$ cat src/rtl/seq_alu.sv
// Sequential MIPS-style ALU: single-cycle logic/arithmetic ops plus iterative
// multiply and restoring divide sharing one 2*WIDTH shift register.
module seq_alu #(
   parameter int WIDTH = 32
) (
   input  logic             clk,
   input  logic             rst,
   input  logic             in_valid,
   output logic             in_ready,
   input  logic [WIDTH-1:0] value1,
   input  logic [WIDTH-1:0] value2,
   input  logic [5:0]       opcode,
   input  logic [5:0]       func,
   output logic             out_valid,
   output logic [WIDTH-1:0] result,
   output logic             ovf,
   output logic             divzero,
   output logic             illegal
);

   localparam int CW = $clog2(WIDTH);

   localparam logic [5:0] OP_RTYPE = 6'd0,  OP_ADDI  = 6'd8,  OP_ADDIU = 6'd9,
                          OP_SLTI  = 6'd10, OP_SLTIU = 6'd11, OP_ANDI  = 6'd12,
                          OP_ORI   = 6'd13, OP_XORI  = 6'd14;
   localparam logic [5:0] FN_MFHI = 6'd16, FN_MFLO = 6'd18, FN_MULT = 6'd24,
                          FN_MULTU = 6'd25, FN_DIV = 6'd26, FN_DIVU = 6'd27,
                          FN_ADD  = 6'd32, FN_ADDU = 6'd33, FN_SUB  = 6'd34,
                          FN_SUBU = 6'd35, FN_AND  = 6'd36, FN_OR   = 6'd37,
                          FN_XOR  = 6'd38, FN_NOR  = 6'd39, FN_SLT  = 6'd42,
                          FN_SLTU = 6'd43;

   typedef enum logic [1:0] {IDLE, MUL, DIV} state_t;

   state_t               state_q;
   logic [WIDTH-1:0]     hi_q, lo_q;
   logic [2*WIDTH-1:0]   acc_q;      // MUL: {partial, multiplier}; DIV: {remainder, dividend/quotient}
   logic [WIDTH-1:0]     opb_q;      // multiplicand or divisor magnitude
   logic [WIDTH-1:0]     dvd_q;
   logic [CW-1:0]        cnt_q;
   logic                 neg_res_q, neg_rem_q, dz_q;
   logic                 out_valid_q, ovf_q, divzero_q, illegal_q;
   logic [WIDTH-1:0]     result_q;

   logic [WIDTH-1:0]     sum, diff, alu_res, abs_a, abs_b;
   logic                 slt_s, slt_u, add_ovf, sub_ovf;
   logic                 alu_ovf, alu_ill, start_mul, start_div, op_signed;

   logic [WIDTH:0]       mul_sum, div_shift;
   logic [WIDTH-1:0]     div_trial, div_quo, div_rem;
   logic [2*WIDTH-1:0]   mul_next, mul_fix, div_next;

   assign in_ready  = (state_q == IDLE);
   assign out_valid = out_valid_q;
   assign result    = result_q;
   assign ovf       = ovf_q;
   assign divzero   = divzero_q;
   assign illegal   = illegal_q;

   // NOTE: every always_comb output gets a default first so no path infers a latch.
   always_comb begin
      sum       = value1 + value2;
      diff      = value1 - value2;
      slt_s     = $signed(value1) < $signed(value2);
      slt_u     = value1 < value2;
      add_ovf   = (value1[WIDTH-1] == value2[WIDTH-1]) && (sum[WIDTH-1] != value1[WIDTH-1]);
      sub_ovf   = (value1[WIDTH-1] != value2[WIDTH-1]) && (diff[WIDTH-1] != value1[WIDTH-1]);
      alu_res   = '0;
      alu_ovf   = 1'b0;
      alu_ill   = 1'b0;
      start_mul = 1'b0;
      start_div = 1'b0;
      op_signed = 1'b0;
      if (opcode == OP_RTYPE) begin
         case (func)
            FN_ADD:   begin alu_res = sum;  alu_ovf = add_ovf; end
            FN_ADDU:  alu_res = sum;
            FN_SUB:   begin alu_res = diff; alu_ovf = sub_ovf; end
            FN_SUBU:  alu_res = diff;
            FN_AND:   alu_res = value1 & value2;
            FN_OR:    alu_res = value1 | value2;
            FN_XOR:   alu_res = value1 ^ value2;
            FN_NOR:   alu_res = ~(value1 | value2);
            FN_SLT:   alu_res = {{(WIDTH-1){1'b0}}, slt_s};
            FN_SLTU:  alu_res = {{(WIDTH-1){1'b0}}, slt_u};
            FN_MFHI:  alu_res = hi_q;
            FN_MFLO:  alu_res = lo_q;
            FN_MULT:  begin start_mul = 1'b1; op_signed = 1'b1; end
            FN_MULTU: start_mul = 1'b1;
            FN_DIV:   begin start_div = 1'b1; op_signed = 1'b1; end
            FN_DIVU:  start_div = 1'b1;
            default:  alu_ill = 1'b1;
         endcase
      end else begin
         case (opcode)
            OP_ADDI:  begin alu_res = sum; alu_ovf = add_ovf; end
            OP_ADDIU: alu_res = sum;
            OP_SLTI:  alu_res = {{(WIDTH-1){1'b0}}, slt_s};
            OP_SLTIU: alu_res = {{(WIDTH-1){1'b0}}, slt_u};
            OP_ANDI:  alu_res = value1 & value2;
            OP_ORI:   alu_res = value1 | value2;
            OP_XORI:  alu_res = value1 ^ value2;
            default:  alu_ill = 1'b1;
         endcase
      end
      abs_a = (op_signed && value1[WIDTH-1]) ? -value1 : value1;
      abs_b = (op_signed && value2[WIDTH-1]) ? -value2 : value2;
   end

   // One iteration of shift-add multiply / restoring divide, plus the sign fix-up
   // applied on the final iteration.
   always_comb begin
      mul_sum   = {1'b0, acc_q[2*WIDTH-1:WIDTH]} + (acc_q[0] ? {1'b0, opb_q} : '0);
      mul_next  = {mul_sum, acc_q[WIDTH-1:1]};
      mul_fix   = neg_res_q ? -mul_next : mul_next;
      div_shift = acc_q[2*WIDTH-1:WIDTH-1];
      div_trial = div_shift[WIDTH-1:0] - opb_q;
      if (div_shift >= {1'b0, opb_q})
         div_next = {div_trial, acc_q[WIDTH-2:0], 1'b1};
      else
         div_next = {div_shift[WIDTH-1:0], acc_q[WIDTH-2:0], 1'b0};
      div_quo = neg_res_q ? -div_next[WIDTH-1:0] : div_next[WIDTH-1:0];
      div_rem = neg_rem_q ? -div_next[2*WIDTH-1:WIDTH] : div_next[2*WIDTH-1:WIDTH];
      if (dz_q) begin
         div_quo = '1;
         div_rem = dvd_q;
      end
   end

   // NOTE: sequential state uses non-blocking assignments only, so every register
   // samples the pre-edge value of every other register.
   always_ff @(posedge clk) begin
      if (rst) begin
         state_q     <= IDLE;
         hi_q        <= '0;
         lo_q        <= '0;
         acc_q       <= '0;
         opb_q       <= '0;
         dvd_q       <= '0;
         cnt_q       <= '0;
         neg_res_q   <= 1'b0;
         neg_rem_q   <= 1'b0;
         dz_q        <= 1'b0;
         out_valid_q <= 1'b0;
         result_q    <= '0;
         ovf_q       <= 1'b0;
         divzero_q   <= 1'b0;
         illegal_q   <= 1'b0;
      end else begin
         out_valid_q <= 1'b0;
         case (state_q)
            IDLE: begin
               if (in_valid) begin
                  cnt_q     <= CW'(WIDTH-1);
                  neg_res_q <= op_signed && (value1[WIDTH-1] ^ value2[WIDTH-1]);
                  neg_rem_q <= op_signed && value1[WIDTH-1];
                  if (start_mul) begin
                     state_q <= MUL;
                     acc_q   <= {{WIDTH{1'b0}}, abs_b};
                     opb_q   <= abs_a;
                  end else if (start_div) begin
                     state_q <= DIV;
                     acc_q   <= {{WIDTH{1'b0}}, abs_a};
                     opb_q   <= abs_b;
                     dvd_q   <= value1;
                     dz_q    <= (value2 == '0);
                  end else begin
                     out_valid_q <= 1'b1;
                     result_q    <= alu_res;
                     ovf_q       <= alu_ovf;
                     divzero_q   <= 1'b0;
                     illegal_q   <= alu_ill;
                  end
               end
            end
            MUL: begin
               acc_q <= mul_next;
               cnt_q <= cnt_q - CW'(1);
               if (cnt_q == '0) begin
                  state_q     <= IDLE;
                  hi_q        <= mul_fix[2*WIDTH-1:WIDTH];
                  lo_q        <= mul_fix[WIDTH-1:0];
                  out_valid_q <= 1'b1;
                  result_q    <= mul_fix[WIDTH-1:0];
                  ovf_q       <= 1'b0;
                  divzero_q   <= 1'b0;
                  illegal_q   <= 1'b0;
               end
            end
            DIV: begin
               acc_q <= div_next;
               cnt_q <= cnt_q - CW'(1);
               if (cnt_q == '0) begin
                  state_q     <= IDLE;
                  hi_q        <= div_rem;
                  lo_q        <= div_quo;
                  out_valid_q <= 1'b1;
                  result_q    <= div_quo;
                  ovf_q       <= 1'b0;
                  divzero_q   <= dz_q;
                  illegal_q   <= 1'b0;
               end
            end
            default: state_q <= IDLE;
         endcase
      end
   end

endmodule

$ cat config.mk
export PLATFORM = sky130hd
export DESIGN_NAME = seq_alu
export DESIGN_NICKNAME = d
export VERILOG_FILES = /design/src/rtl/seq_alu.sv
export SDC_FILE = /design/constraint.sdc
export NUM_CORES = 1
export LEC_CHECK = 0
export CORE_MARGIN = 8
export CORE_UTILIZATION = 43
export DETAILED_ROUTE_END_ITERATION = 8
export SYNTH_ARGS = -nofsm -noshare
export SYNTH_HDL_FRONTEND = slang
export SYNTH_SLANG_ARGS = --single-unit
$ cat constraint.sdc
create_clock -name clk -period 8.1 [get_ports clk]
set_clock_uncertainty 0.15 [all_clocks]
set_input_delay 0.81 -clock clk [delete_from_list [all_inputs] [get_ports clk]]
set_output_delay 0.81 -clock clk [all_outputs]
set_load 0.02 [all_outputs]
[Word level (Yosys, flattened, before mapping)]
Index checks and enable logic that the tools add are counted.
Storage, ports and cells
  flip-flop bits (word level): 238
  bits of input ports: 79
  output and inout port bits: 37
  logic and storage cells: 167
Operators by class
  $add $sub $neg: 10
  order comparisons: 3
  equality and inequality tests: 36
  muxes and demuxes: 66
  bitwise logic cells: 6
  reduce and logical (&&, ||, !) cells: 31
Operators by type and width (number)
  $mux 32: 17
  $mux 64: 5
  $pmux 32 s10: 1
  $pmux 32 s6: 1
  $pmux 64 s3: 1
  $neg 32->32: 4
  $pmux 32 s2: 2
  $pmux 32 s3: 1
  $lt 32x32->1: 2
  $neg 64->64: 1
  $sub 32x32->32: 2
  $eq 6x6->1 const B: 10
  $eq 6x4->1 const B: 7
  $eq 6x5->1 const B: 6
  $add 32x32->33: 1
  $ge 33x32->1: 1
  $add 32x32->32: 1
  $and 32x32->32: 1
  $logic_not 32->1: 1
  $not 32->32: 1
  $or 32x32->32: 1
  $xor 32x32->32: 1
  $mux 1: 26
  $reduce_or 16->1: 1
  29 further kinds: 57

[Depth between registers and ports, before layout]
Gate-level depths: netlist of the first run.
  depth in word-level cells: 10
  mapped depth: 24
  mapped depth without buffers: 18

[Worst setup path after synthesis of the first run]
OpenSTA, ideal clock, no wires.
  path kind: reg-to-reg
  start point: register opb_q[30]
  end point: register hi_q[30]
  setup time: 0.131 ns
  arrival time: 4.536 ns
  required time: 7.819 ns
  path slack: 3.282 ns
  stages on the path, launching flop included: 22
  buffers on the path: 4
  period minus slack after synthesis: 4.818 ns
  path through: dfxtp_1 > inv_1 > ha_1 > and2_1 > or2_2 > a211oi_1 > nand3_1 > o31a_1 > buf_4 > inv_2 > buf_2 > clkbuf_1 > buf_1 > o21ai_0 > inv_1 > ha_1 > nand2_1 > or4_4 > o41ai_2 > xnor2_1 > o221a_1 > nor3_2
On the way
  longest elaborated chain between the ends: 7
  elaborated cells on any way between the ends: 13
  those cells by class: add/sub (4); order compare (1); mux (8)
RTL lines
  start, declared: line 38  | logic [WIDTH-1:0] opb_q;
  start signal, assigned: line 160  | opb_q <= abs_a;
  start signal, assigned: line 164  | opb_q <= abs_b;
  $sub 32x32->32 or $ge 33x32->1 (tied branches): line 117, 118
  $mux 64: line 118  | if (div_shift >= {1'b0, opb_q})
  $neg 32->32: line 123  | div_rem = neg_rem_q ? -div_next[2*WIDTH-1:WIDTH] : div_next[2*WIDTH-1:WIDTH];
  $mux 32: line 123
  $mux 32: line 124  | if (dz_q) begin
  $mux 32: line 193  | if (cnt_q == '0) begin
  $pmux 32 s2 *: line 151  | case (state_q)
  end signal, assigned: line 181  | hi_q <= mul_fix[2*WIDTH-1:WIDTH];
  end signal, assigned: line 195  | hi_q <= div_rem;
  end, declared: line 36  | logic [WIDTH-1:0] hi_q, lo_q;
Every way passes the cells marked *; elsewhere a longest branch is shown, timed or not. The select of a mux whose other input is x is not followed.
A chain may end at the register's enable or synchronous reset.

[Final worst setup path of the first run]
  start point: input opcode[1]
  end point: register acc_q[18]
On the way
  longest elaborated chain between the ends: 8
  elaborated cells on any way between the ends: 14
  those cells by class: eq/ne (1); mux (9); reduce/logical (4)
RTL lines
  start, declared: line 12  | input logic [5:0] opcode,
  $logic_not 6->1 *: line 74  | if (opcode == OP_RTYPE) begin
  $mux 1: line 74
  $logic_and 1x1->1: line 106  | abs_a = (op_signed && value1[WIDTH-1]) ? -value1 : value1;
  $mux 32: line 106
  $mux 64: line 161  | end else if (start_div) begin
  $mux 64: line 157  | if (start_mul) begin
  $mux 64: line 153  | if (in_valid) begin
  $pmux 64 s3: line 151
  end signal, assigned: line 159  | acc_q <= {{WIDTH{1'b0}}, abs_b};
  end signal, assigned: line 163  | acc_q <= {{WIDTH{1'b0}}, abs_a};
  end signal, assigned: line 177  | acc_q <= mul_next;
  end, declared: line 37  | logic [2*WIDTH-1:0] acc_q;
Marked as above.

==> results_dict.tcl, run 1 <==
set metrics [dict create \
    clk_path_buf_depth 3 \
    area_growth_pct 9.36 \
    htreeDepth 1 \
    yosysTopAreaCell "dfxtp_1" \
    synth_warnings 0 \
    synth-seq-area-share_pct 17.8 \
    synth_most_common_cell "nand2_1" \
    place_congestion 1.01 \
    min_path_type "reg2reg" \
    drt-initial-drc-count 3600 \
    hpwlAfterDp_um 88300 \
    grt_use_total_pct 31.8 \
    grt_max_degree 103 \
    cts_sinks 238 \
    cts-resized-gates 0 \
    synth_seq_cells 238 \
    max_slew.worst_pin.slew_ns 1.27 \
    crit_buf_inv 1 \
    initial_core_util_pct 43.4 \
    hold_ws_ns 0.300 \
    cp_top_family "simple AND/OR/NAND/NOR gates" \
    wl_met1_um 49200 \
    wl_met2_um 51100 \
    fin_nets 4139 \
    drc 0 \
    final_layout_size_suffix_gt1_share_pct 4.28 \
    rsz0062_at_grt "no" \
    grt_antenna_before_repair 3 \
    synth_area_leaders "dfxtp_1 (18%), nand2_1 (8.2%), ha_1 (8.1%)" \
    grt_pass1_wl_um 176000 \
    p_total_uw 3200 \
    min_period_ns 5.83 \
    synth_edf_count 0 \
    hold_violations 0 \
    syn-cell-area_um2 26700 \
    routed_wl_um 118000 \
    synth.avg_cell_area_um2 6.69 \
    worstSetupPathType "in2reg" \
    synthCells 3990 \
    slowest_stage "clkdlybuf4s50_1" \
    vias_per_cell 6.46 \
    wl_met3_um 10700 \
    async_reset_ff_share_pct 0 \
    slew-limit-headroom_pct 14.7 \
    ctsRootBufferMaster "clkbuf_16" \
    ant_nets 0 \
    setup_viol 0 \
    hold_buffers 0 \
    synth_top_area_share_pct 17.8 \
    coreArea_um2 61600 \
    arrival_ns 6.11 \
    die_h_um 265 \
    power_density_nw_per_um2 110 \
    p_leak_uw 0.0109 \
    fin_tns_setup_ns 0 \
    vias 30600 \
    clkLatencyLatePin_ns 0.58 \
    cp_cell_sequence "clkdlybuf4s50_1 -> or4_1 -> nor3_1 -> nand3_1 -> nor2_1 -> nand2_1 -> a41oi_1 -> xnor2_1 -> nand2_1 -> a21oi_1 -> a211oi_1 -> a21oi_1 -> nor2_1" \
    slowest_delay_ns 0.89 \
    grt_pass1_vias 27800 \
    numCtsBuffers 29 \
    cp-end-kind "flop" \
    final.period_utilization_pct 72.0 \
    fmax_mhz 172 \
    required_ns 8.38 \
    drv_slew 0 \
    peakVddDrop_mv 0.124 \
    synth_flop_cell "dfxtp_1" \
    ios 116 \
    grt-ovfl-total 0 \
    synth_commonest_cells "nand2_1 (587), a21oi_1 (421), nor2_1 (359)" \
    clkTransAtPathRegs_ns 0.06 \
    crit_path_max_fanout 15 \
    die_area_um2 70300 \
    outcome "finished clean" \
    io_buffer_count 115 \
    cts_setup_buffers 0 \
    synth_nets 4245 \
    highest_layer "met5" \
    dr.pass1.iters 7 \
    rows 91 \
    synthDistinctLibCells 91 \
    maxCapViolations 0 \
    start_kind "primary input" \
    wl_per_cell_um 24.9 \
    die_x_um 265 \
    tritoncts "done" \
]
## tightest hold or removal path, cell delays in order, from the launching register on
cell and delay (ns):
dfxtp_1 0.31, nand2_1 0.05, a21oi_1 0.05
## final timing paths
path / startpoint / end / slack, ns / depth (start not counted)
setup / recovery: opcode[1] / acc_q[18] / 2.27 / 13
hold / removal: lo_q[14] / lo_q[14] / 0.30 / 2
setup reg to reg: acc_q[0] / hi_q[30] / 2.61 / 15
hold reg to reg: lo_q[14] / lo_q[14] / 0.30 / 2
## through the flow
stage	std cells	cell area, um2	utilization, %	setup WS (ns)
after floorplan	3990	26700	-	3.28
after global placement	4690	28300	45.9	1.92
after detailed placement	4690	28300	45.9	1.92
after CTS	4741	29200	47.4	2.50
after global routing	4741	29200	47.4	2.05
final	4742	29200	47.4	2.27
## state kept, by name, summed over array words and instances (netlist names)
| register | count |
|---|---|
| illegal | 1 |
| cnt_q | 5 |
| dz_q | 1 |
| lo_q | 32 |
| acc_q | 64 |
| out_valid | 1 |
| hi_q | 32 |
| opb_q | 32 |
| divzero | 1 |
| state_q | 2 |
| neg_rem_q | 1 |
| dvd_q | 32 |
| ovf | 1 |
| result | 32 |
| neg_res_q | 1 |
## placed cells by master (no fill, tap or decap), types with 18 or more instances in the layout
master	Yosys	layout
a31oi_1	50	50
ha_1	172	169
a211oi_1	67	67
mux2i_1	38	38
nand2b_1	40	40
a222oi_1	28	28
o211ai_1	82	82
and2_1	21	21
xor2_1	73	73
a221oi_1	25	25
o21a_1	21	21
nand2_1	587	585
a21oi_1	421	421
a22oi_1	67	67
or3_1	24	24
o221ai_1	21	21
buf_4	1	50
or4_1	18	18
clkbuf_16	0	29
inv_1	168	168
nor3_1	88	81
o31ai_1	44	44
o21ai_0	337	337
nand3_1	88	88
xnor2_1	177	177
o21bai_1	22	22
dfxtp_1	238	236
clkdlybuf4s50_1	0	112
nor4_1	31	31
a21o_1	41	41
nor2_1	359	354
nor2b_1	27	27
nand4_1	33	33
and3_1	27	27
## metal layers
metal  GRT usage (%)  up-vias
met4            16.0        4
met3            4.81      332
met1            42.5    14500
li1                -    14200
met5               0        -
met2            49.4     1645
## power breakdown
group | switching [uW] | internal, uW | total, uW
logic | 434 | 226 | 660
registers | 7.51 | 1180 | 1190
clock network | 578 | 780 | 1360
total | 1020 | 2180 | 3200
## cells by family (layout without fill, tap and decap cells)
| kind of cell | Yosys count | in the layout | synth area share [%] |
|---|---|---|---|
| AO/OA/AOI/OAI | 1406 | 1406 | 33.6 |
| XOR/XNOR | 250 | 250 | 8.20 |
| adder cells (fa/ha/maj) | 176 | 176 | 8.36 |
| buffers and inverters | 474 | 388 | 6.75 |
| flip-flops | 238 | 238 | 17.8 |
| multiplexers | 41 | 41 | 1.55 |
| other | 0 | 1 | 0 |
| AND/OR/NAND/NOR | 1405 | 1405 | 23.7 |
## area by class of cell
class,instances,area (um2)
clock buffer,40,797
tap,837,1050
inverter,171,642
timing repair buffer,166,1540
clock inverter,11,144
multi-input combinational,3278,20300
antenna,1,2.50
sequential,238,4770
fill,6452,32400
(Power assumes the default switching activity.)
==> run 2: changes to the inputs <==
==> constraint.sdc (replaced) <==
create_clock -name clk -period 4.93 [get_ports clk]
set_clock_uncertainty 0.15 [all_clocks]
set_input_delay 0.493 -clock clk [delete_from_list [all_inputs] [get_ports clk]]
set_output_delay 0.493 -clock clk [all_outputs]
set_load 0.02 [all_outputs]
==> run 2 against run 1 <==
Net effect: the run now ends with DRC left; cell area rose by 4.7%; first-iteration DRC count rose by 5.6%; core utilization rose by 2.3 points; count of clock-buffer cells in the layout did not move; routed wire length rose by 1.0%; sequential share of layout area fell by 0.74 points; critical endpoint is now hi_q[30].
==> results_dict.tcl, run 2 (same netlist as run 1, synthesis figures left out) <==
set metrics [dict create \
    ios 116 \
    num-fill-cells 6365 \
    p_int_uw 3780 \
    setup.worst_path.start "opb_q[30]" \
    p_total_uw 5520 \
    die_area_um2 70300 \
    grt_max_degree 109 \
    start_kind "flop" \
    hold-path-cell-count 2 \
    r2r_start "opb_q[30]" \
    final_common_cell "nand2_1" \
    die_x_um 265 \
    hold_violations 0 \
    place_congestion 1.04 \
    fmax_mhz 212 \
    grt_use_total_pct 32.2 \
    power_density_nw_per_um2 180 \
    clkTransAtPathRegs_ns 0.06 \
    min_path_type "reg2reg" \
    vias 31100 \
    die_h_um 265 \
    hpwlAfterDp_um 91900 \
    comb_power_share_pct 21.0 \
    setup_viol 0 \
    wl_per_cell_um 24.3 \
    outcome "complete, but fails checks" \
    drc 17 \
    area_growth_pct 14.6 \
    post-place-cells 4847 \
    grt-ovfl-total 0 \
    final_layout_size_suffix_gt1_share_pct 8.46 \
    grt_pass1_vias 28400 \
    final_cell_mix "nand2_1 (585), a21oi_1 (419), nor2_1 (354), o21ai_0 (333), dfxtp_1 (236)" \
    crit_path_max_fanout 9 \
    io_buffer_count 115 \
    numCtsBuffers 30 \
    drv_slew 0 \
    worstSetupPathType "reg2reg" \
    cts_sinks 238 \
    arrival_ns 5.00 \
    grt_antenna_before_repair 2 \
    place_ws_ns 0.109 \
    cp-end-kind "flop" \
    multiInputGateArea_um2 20300 \
    hold_buffers 0 \
    regArea_um2 4770 \
    p_switching_uw 1740 \
    ctsRootBufferMaster "clkbuf_16" \
    ant_nets 0 \
    instances_no_fill 4904 \
    clkLatencyLatePin_ns 0.60 \
    pwr-share-seq_pct 35.3 \
    clk_path_buf_depth 3 \
    grt_pass1_wl_um 178000 \
    sw_frac_of_total_pct 31.5 \
    rows 91 \
    dr.pass1.iters 9 \
    p_leak_uw 0.0118 \
    pwr-share-clk_pct 43.7 \
    max_slew.worst_pin.slew_ns 1.25 \
    coreArea_um2 61600 \
    peakVddDrop_mv 0.265 \
    violations "DRC" \
    htreeDepth 1 \
    maxCapViolations 0 \
    largest_register_ffs 64 \
    required_ns 5.23 \
    tritoncts "done" \
    worst_slack_ns 0.223 \
    diodes 0 \
    final.period_utilization_pct 95.5 \
    initial_core_util_pct 43.4 \
    slew-limit-headroom_pct 15.7 \
    min_period_ns 4.71 \
    hold_path_startpoint "result[15]" \
    vias_per_cell 6.33 \
    ff2ff_path_depth 17 \
    routed_wl_um 119000 \
    drt-initial-drc-count 3803 \
    regMostFlops "acc_q" \
    fin_nets 4301 \
]
## run 2: worst paths after layout
path / end / slack, ns
max: hi_q[30] / 0.22
min: result[15] / 0.30
max reg2reg: hi_q[30] / 0.22
min reg2reg: result[15] / 0.30
## run 2: metrics by stage
step | instance area [um2] | utilization (%) | hold slack [ns] | setup TNS [ns]
global route | 30600 | 49.7 | 0.319 | -0.0109
global placement | 29500 | 47.9 | 0.288 | 0
floorplan | 26700 | - | 0.274 | 0
finish | 30600 | 49.7 | 0.298 | 0
detailed placement | 29500 | 47.9 | 0.292 | 0
CTS | 30500 | 49.5 | 0.300 | 0
## run 2: metal layers
layer	vias to the layer above	global-route usage [%]	wire, um
met1	14600	43.5	50700
met2	1609	49.9	51100
met4	2	17.1	7480
li1	14500	-	-
met5	-	0	13
met3	324	3.80	9940
## run 2: timing repair
item | in CTS | in global routing
endpoints found under the setup margin | 0 | 10
buffers inserted | 0 | 4
gates resized for setup | 0 | 15
## run 2: power by group through the flow
stage | clock network [uW] | registers, uW | logic [uW]
6_report | 2410 | 1950 | 1160
5_1_grt | 2490 | 1950 | 1230
4_1_cts | 2430 | 1950 | 1120
3_5_place_dp | 0 | 1990 | 1120
3_3_place_gp | 0 | 1990 | 1120
2_1_floorplan | 0 | 2000 | 650
## run 2: layout make-up
class / count / area share [%]
sequential: 238 / 15.6
clock buffer: 40 / 2.81
multi-input combinational: 3278 / 66.4
tap: 837 / 3.42
clock inverter: 13 / 0.589
timing repair buffer: 327 / 9.11
inverter: 171 / 2.11
## run 2: worst max-delay path: stages, from the launching register on
cell and delay, ns:
dfxtp_1 0.33, inv_1 0.06, ha_1 0.32, and2_1 0.16, or2_2 0.26, a211oi_1 0.53
nand3_1 0.14, o31a_2 0.42, inv_2 0.21, o21ai_0 0.16, inv_1 0.10, ha_1 0.21
nand2_1 0.21, or4_4 0.62, o41ai_2 0.25, xnor2_1 0.15, o221a_1 0.21, nor3_2 0.04
